--- src/rtl/uart_pkg.sv ---
// Shared UART types and helpers, used by the transmitter and the future receiver.
package uart_pkg;

    typedef enum logic [1:0] {
        IDLE  = 2'd0,
        START = 2'd1,
        DATA  = 2'd2,
        STOP  = 2'd3
    } tx_state_t;

    localparam int unsigned DATA_BITS = 8;

    // Clock cycles per bit; fractional baud error is truncated.
    function automatic int unsigned calc_div(input int unsigned clk_rate,
                                             input int unsigned baud_rate);
        return clk_rate / baud_rate;
    endfunction

endpackage

--- src/rtl/uart_tx_baud_gen.sv ---
// Bit-period counter: counts 0..DIV-1 and flags the last cycle of a bit.
// CLEAR_I forces the count to 0 so each new state starts a full bit period.
module uart_tx_baud_gen #(
    parameter int unsigned DIV = 2
) (
    input  logic CLK_I,
    input  logic RST_I,
    input  logic CLEAR_I,
    output logic TICK_O
);

    localparam int unsigned     CW   = $clog2(DIV);
    localparam logic [CW-1:0]   LAST = CW'(DIV - 1);

    logic [CW-1:0] cnt_q;
    logic [CW-1:0] cnt_d;

    assign TICK_O = (cnt_q == LAST);

    always_comb begin
        cnt_d = cnt_q + CW'(1);
        if (CLEAR_I || TICK_O) begin
            cnt_d = '0;
        end
    end

    always_ff @(posedge CLK_I) begin
        if (RST_I) begin
            cnt_q <= '0;
        end else begin
            cnt_q <= cnt_d;
        end
    end

endmodule

--- src/rtl/uart_tx.sv ---
// 8N1 UART transmitter with valid/ready byte input; frame is 10*DIV cycles after the handshake.
// READY_O is high only while idle, so a held VALID_I gives one idle cycle between frames.
module uart_tx
    import uart_pkg::*;
#(
    parameter int unsigned CLK_RATE  = 100000000,
    parameter int unsigned BAUD_RATE = 3000000
) (
    input  logic       CLK_I,
    input  logic       RST_I,
    input  logic [7:0] DATA_I,
    input  logic       VALID_I,
    output logic       READY_O,
    output logic       TX_O,
    output logic       DONE_O
);

    localparam int unsigned DIV = calc_div(CLK_RATE, BAUD_RATE);

    if (DIV < 2) begin : g_bad_div
        $error("uart_tx: CLK_RATE/BAUD_RATE must be at least 2");
    end

    tx_state_t  state_q, state_d;
    logic [2:0] bit_q, bit_d;
    logic [7:0] shift_q, shift_d;
    logic       tx_q, tx_d;
    logic       baud_clear;
    logic       baud_tick;

    // Idle keeps the counter parked at 0 so START always lasts a full bit.
    assign baud_clear = (state_d != state_q) || (state_q == IDLE);

    uart_tx_baud_gen #(
        .DIV (DIV)
    ) u_baud_gen (
        .CLK_I   (CLK_I),
        .RST_I   (RST_I),
        .CLEAR_I (baud_clear),
        .TICK_O  (baud_tick)
    );

    always_ff @(posedge CLK_I) begin
        if (RST_I) begin
            state_q <= IDLE;
            bit_q   <= '0;
            shift_q <= '0;
            tx_q    <= 1'b1;
        end else begin
            state_q <= state_d;
            bit_q   <= bit_d;
            shift_q <= shift_d;
            tx_q    <= tx_d;
        end
    end

    always_comb begin
        state_d = state_q;
        bit_d   = '0;
        shift_d = shift_q;
        unique case (state_q)
            IDLE: begin
                if (VALID_I) begin
                    state_d = START;
                    shift_d = DATA_I;
                end
            end
            START: begin
                if (baud_tick) begin
                    state_d = DATA;
                end
            end
            DATA: begin
                bit_d = bit_q;
                if (baud_tick) begin
                    bit_d   = bit_q + 3'd1;
                    shift_d = {1'b0, shift_q[7:1]};
                    if (bit_q == 3'(DATA_BITS - 1)) begin
                        state_d = STOP;
                    end
                end
            end
            STOP: begin
                if (baud_tick) begin
                    state_d = IDLE;
                end
            end
            default: begin
                state_d = IDLE;
            end
        endcase
    end

    // TX is registered from the next state so the line moves on the same edge as the FSM.
    always_comb begin
        tx_d    = 1'b1;
        READY_O = (state_q == IDLE);
        DONE_O  = (state_q == STOP) && baud_tick;
        unique case (state_d)
            START:   tx_d = 1'b0;
            DATA:    tx_d = shift_d[0];
            default: tx_d = 1'b1;
        endcase
    end

    assign TX_O = tx_q;

endmodule
--- config.mk ---
export PLATFORM = sky130hd
export DESIGN_NAME = uart_tx
export DESIGN_NICKNAME = d
export VERILOG_FILES = /design/src/rtl/uart_pkg.sv /design/src/rtl/uart_tx_baud_gen.sv /design/src/rtl/uart_tx.sv
export SDC_FILE = /design/constraint.sdc
export NUM_CORES = 1
export LEC_CHECK = 0
export CELL_PAD_IN_SITES_DETAIL_PLACEMENT = 1
export CELL_PAD_IN_SITES_GLOBAL_PLACEMENT = 1
export CORE_MARGIN = 8
export CORE_UTILIZATION = 39
export DETAILED_ROUTE_END_ITERATION = 10
export PLACE_DENSITY_LB_ADDON = 0.1
export SLEW_MARGIN = 20
export SYNTH_ARGS = -nofsm -noshare
export SYNTH_HDL_FRONTEND = slang
export SYNTH_SLANG_ARGS = --single-unit
--- constraint.sdc ---
create_clock -name CLK_I -period 1.9 [get_ports CLK_I]
set_input_delay 0.285 -clock CLK_I [delete_from_list [all_inputs] [get_ports CLK_I]]
set_output_delay 0.285 -clock CLK_I [all_outputs]
set_load 0.03 [all_outputs]
==> impl_summary.log, run 1 <==
[metrics] Critical-path top delay cell: dfxtp_2
[metrics] number of clock sinks: 20
[metrics] crit path kind: reg2out
[metrics] headroom to the max-slew limit: 72.99%
[metrics] pins over their slew limit: 0
[metrics] areal power density over the cells: 620.8 nW/um2
[metrics] number of antenna violations at the first check in global routing: 0
[metrics] number of placed instances with taps included: 139
[metrics] violation count after the first detailed-route iteration: 9
[metrics] Die Wd: 64.56 um
[metrics] Post-Place Worst Slack: 221.9 ps
[metrics] Critical Path Max Stage Delay: 350 ps
[metrics] register area share after synthesis: 43.54%
[metrics] share of post-route cells with drive strength above 1: 22.22%
[metrics] area grow syn2layout: 29.66%
[metrics] reported leakage power: 0.0004708 uW
[metrics] cts bufs inserted: 3
[metrics] library cell with the largest summed area after synthesis: dfxtp_1
[metrics] Max Buffers Root-to-Sink: 2
[metrics] Yosys cell types: 32
[metrics] nets@finish: 134
[metrics] total die area: 4168 um2
[metrics] Syn Area/Cell: 9.680 um2
[metrics] upper clock frequency limit: 549.1 MHz
[metrics] Row Count: 17
[metrics] diode count: 0
[metrics] biggest area contributors in the synthesized netlist: dfxtp_1 (44%), ha_1 (5.4%), a22oi_1 (4.9%)
[metrics] clock tree from TritonCTS: built
[metrics] number of failing hold endpoints at the final stage: 0
[metrics] slew at the pin with the worst max-slew slack: 404.7 ps
[metrics] wire length per cell after detailed routing: 13.99 um
[metrics] VDD IR max: 0.3312 mV
[metrics] clk_lat worst skew: 290 ps
[metrics] number of buffer cells added on primary ports: 13
[metrics] setup ws final: 78.99 ps
[metrics] Synth Net Count: 110
[metrics] number of antenna-violating nets in the routed design: 0
[metrics] worst path arrival time: 1540 ps
[metrics] via count of the first global-routing pass: 830
[metrics] commonest cells after routing, fill and taps aside: dfxtp_1 (18), nor2_1 (11), clkdlybuf4s50_1 (11), nand2_1 (9), buf_4 (8)
[metrics] first-pass GRT wire length: 3.594 mm
[metrics] maximum number of pins on one net before global-route repair: 11
[metrics] overflow left after global routing: 0
[metrics] # H-tree levels: 1
[metrics] worst setup slack for register-to-register paths: 310 ps
[metrics] detailed-route via count: 750
[metrics] vertical extent of the die: 64.56 um
[metrics] DRC violations left: 0
[metrics] Post-Synthesis Cells: 95
[metrics] total wire length: 2.029 mm
[metrics] Pre-antenna DRT Iters: 2
[metrics] final weighted congestion in routability-driven placement: 0.7626
[metrics] clk root buf: clkbuf_4
[metrics] clock skew after layout: 1.751 ps
[metrics] outcome: complete, no violations
[metrics] portion of the clock cycle consumed by the worst path in the final layout: 95.84%
[metrics] number of max-cap violations: 0
[metrics] Netlist Area Pre-Place: 919.6 um2
[metrics] via density per instance: 5.172
[metrics] initial cell density of the core: 41.57%
[metrics] half-perimeter wire length after detailed placement: 1.512 mm
[metrics] Hold Path Class: reg2reg
[metrics] Cell Chain, Critical Path: inv_2, ha_4, nor4b_4, and3_4, and2_4, buf_6
[metrics] setup-violating endpoint count in the final report: 0
[metrics] peak fanout along the critical path: 3
[metrics] warning count from the yosys run: 0
[metrics] clock slew seen by the registers of the worst setup and hold paths: 100 ps
[metrics] post-synthesis sequential element count: 20
[metrics] startpoint type of the worst setup path: register
[metrics] accumulated negative setup slack: 0 ps
[metrics] type of destination of the critical path: output pin
[metrics] Placeable Area: 2212 um2
[metrics] most common cell after layout, fill and taps aside: dfxtp_1
[metrics] I/O pin count: 14
[metrics] time the worst path needs with I/O delays and setup: 1821 ps
[metrics] final std cells w/o fill: 145
[metrics] fill count: 262
[metrics] Crit path required time: 1620 ps
[metrics] unrepaired setup endpoints after global routing: false
[metrics] area fraction of the dominant cell type after synthesis: 43.54%
[metrics] gr usage total: 10.57%
-- critical path, delay by kind of cell, from the launching register on --
kind | cells | cell delay [ps]
AND/OR/NAND/NOR | 3 | 580
flip-flops | 1 | 350
buffers and inverters | 2 | 190
adder cells (fa/ha/maj) | 1 | 130
-- final cells by class --
class,count,area (um2),area share (%)
flip-flops and latches,20,402.9,33.79
multi-input cells,70,526.8,44.18
inverters,3,11.26,0.9444
clock buffers,3,22.52,1.889
well taps,28,35.03,2.938
repair buffers,21,193.9,16.26
-- where the power goes --
part	switching, uW	internal (uW)	total [uW]
clock	120	73.8	194
sequential	10.7	433	444
combinational	42.3	59.9	102
-- sequential cells by signal, summed over array words and instances, names as in the netlist --
| name | cells |
|---|---|
| TX_O | 1 |
| bit_q | 3 |
| state_q | 2 |
| shift_q | 8 |
| u_baud_gen.cnt_q | 6 |
-- final timing paths --
| path | start | endpoint | cells past startpoint |
|---|---|---|---|
| max | u_baud_gen.cnt_q[1]$_SDFF_PP0_ | DONE_O | 6 |
| min | u_baud_gen.cnt_q[0]$_SDFF_PP0_ | u_baud_gen.cnt_q[0]$_SDFF_PP0_ | 1 |
| max reg2reg | u_baud_gen.cnt_q[5]$_SDFF_PP0_ | TX_O$_SDFF_PP1_ | 4 |
| min reg2reg | u_baud_gen.cnt_q[0]$_SDFF_PP0_ | u_baud_gen.cnt_q[0]$_SDFF_PP0_ | 1 |
-- logic make-up after synthesis --
group | after synthesis | synth area share, %
AO/OA/AOI/OAI | 19 | 16.60
buffers and inverters | 5 | 2.176
AND/OR/NAND/NOR | 39 | 24.22
flip-flops | 20 | 43.54
adder cells (fa/ha/maj) | 4 | 5.442
multiplexers | 3 | 3.265
XOR/XNOR | 5 | 4.763
-- cell usage after synthesis, drive strengths merged --
library cell / instances
or3b: 1
a211oi: 1
nand4: 1
nor3: 2
nor4b: 1
a2bb2oi: 1
nor2: 12
clkbuf: 1
nor3b: 2
nand4bb: 1
a31oi: 1
nand3: 2
buf: 1
and2: 2
mux2i: 3
nand2: 9
xnor2: 3
xor2: 2
or2: 1
a21oi: 7
a21o: 1
a22oi: 6
o21ba: 1
a221oi: 1
dfxtp: 20
inv: 3
ha: 4
nand2b: 3
and3: 2
-- metal layers --
metal	part of all wire, %	global-route usage [%]	vias to the layer above
li1	-	-	379
met1	45	11.74	356
met2	49	18.26	11
met3	4.5	2.921	4
met4	1.4	4.905	0
met5	0	0	-
-- timing repair --
action / in CTS / in global routing
gates resized for setup: 4 / 7
endpoints found under the setup margin: 1 / 2
pin swaps: 1 / 2
setup buffers: 1 / 2
hold buffers: 0 / 0
cloned: 0 / 0
-- through the flow --
step	area [um2]	power (uW)	util, %	hold slack (ps)
6_report	1192	740.2	53.90	449.0
3_5_place_dp	1111	549.9	50.23	456.1
5_1_grt	1192	784.2	53.90	481.5
2_1_floorplan	919.6	502.3	-	361.1
3_3_place_gp	1111	546.9	50.23	444.8
4_1_cts	1156	744.4	52.26	443.3
Power figures use the tool's default switching activity.
==> run 2: changes to the inputs <==
Settings changed: CTS_CLUSTER_DIAMETER set to 50.
==> results of run 2 <==
No change in the layout: final DEF, timing and power equal those of run 1.
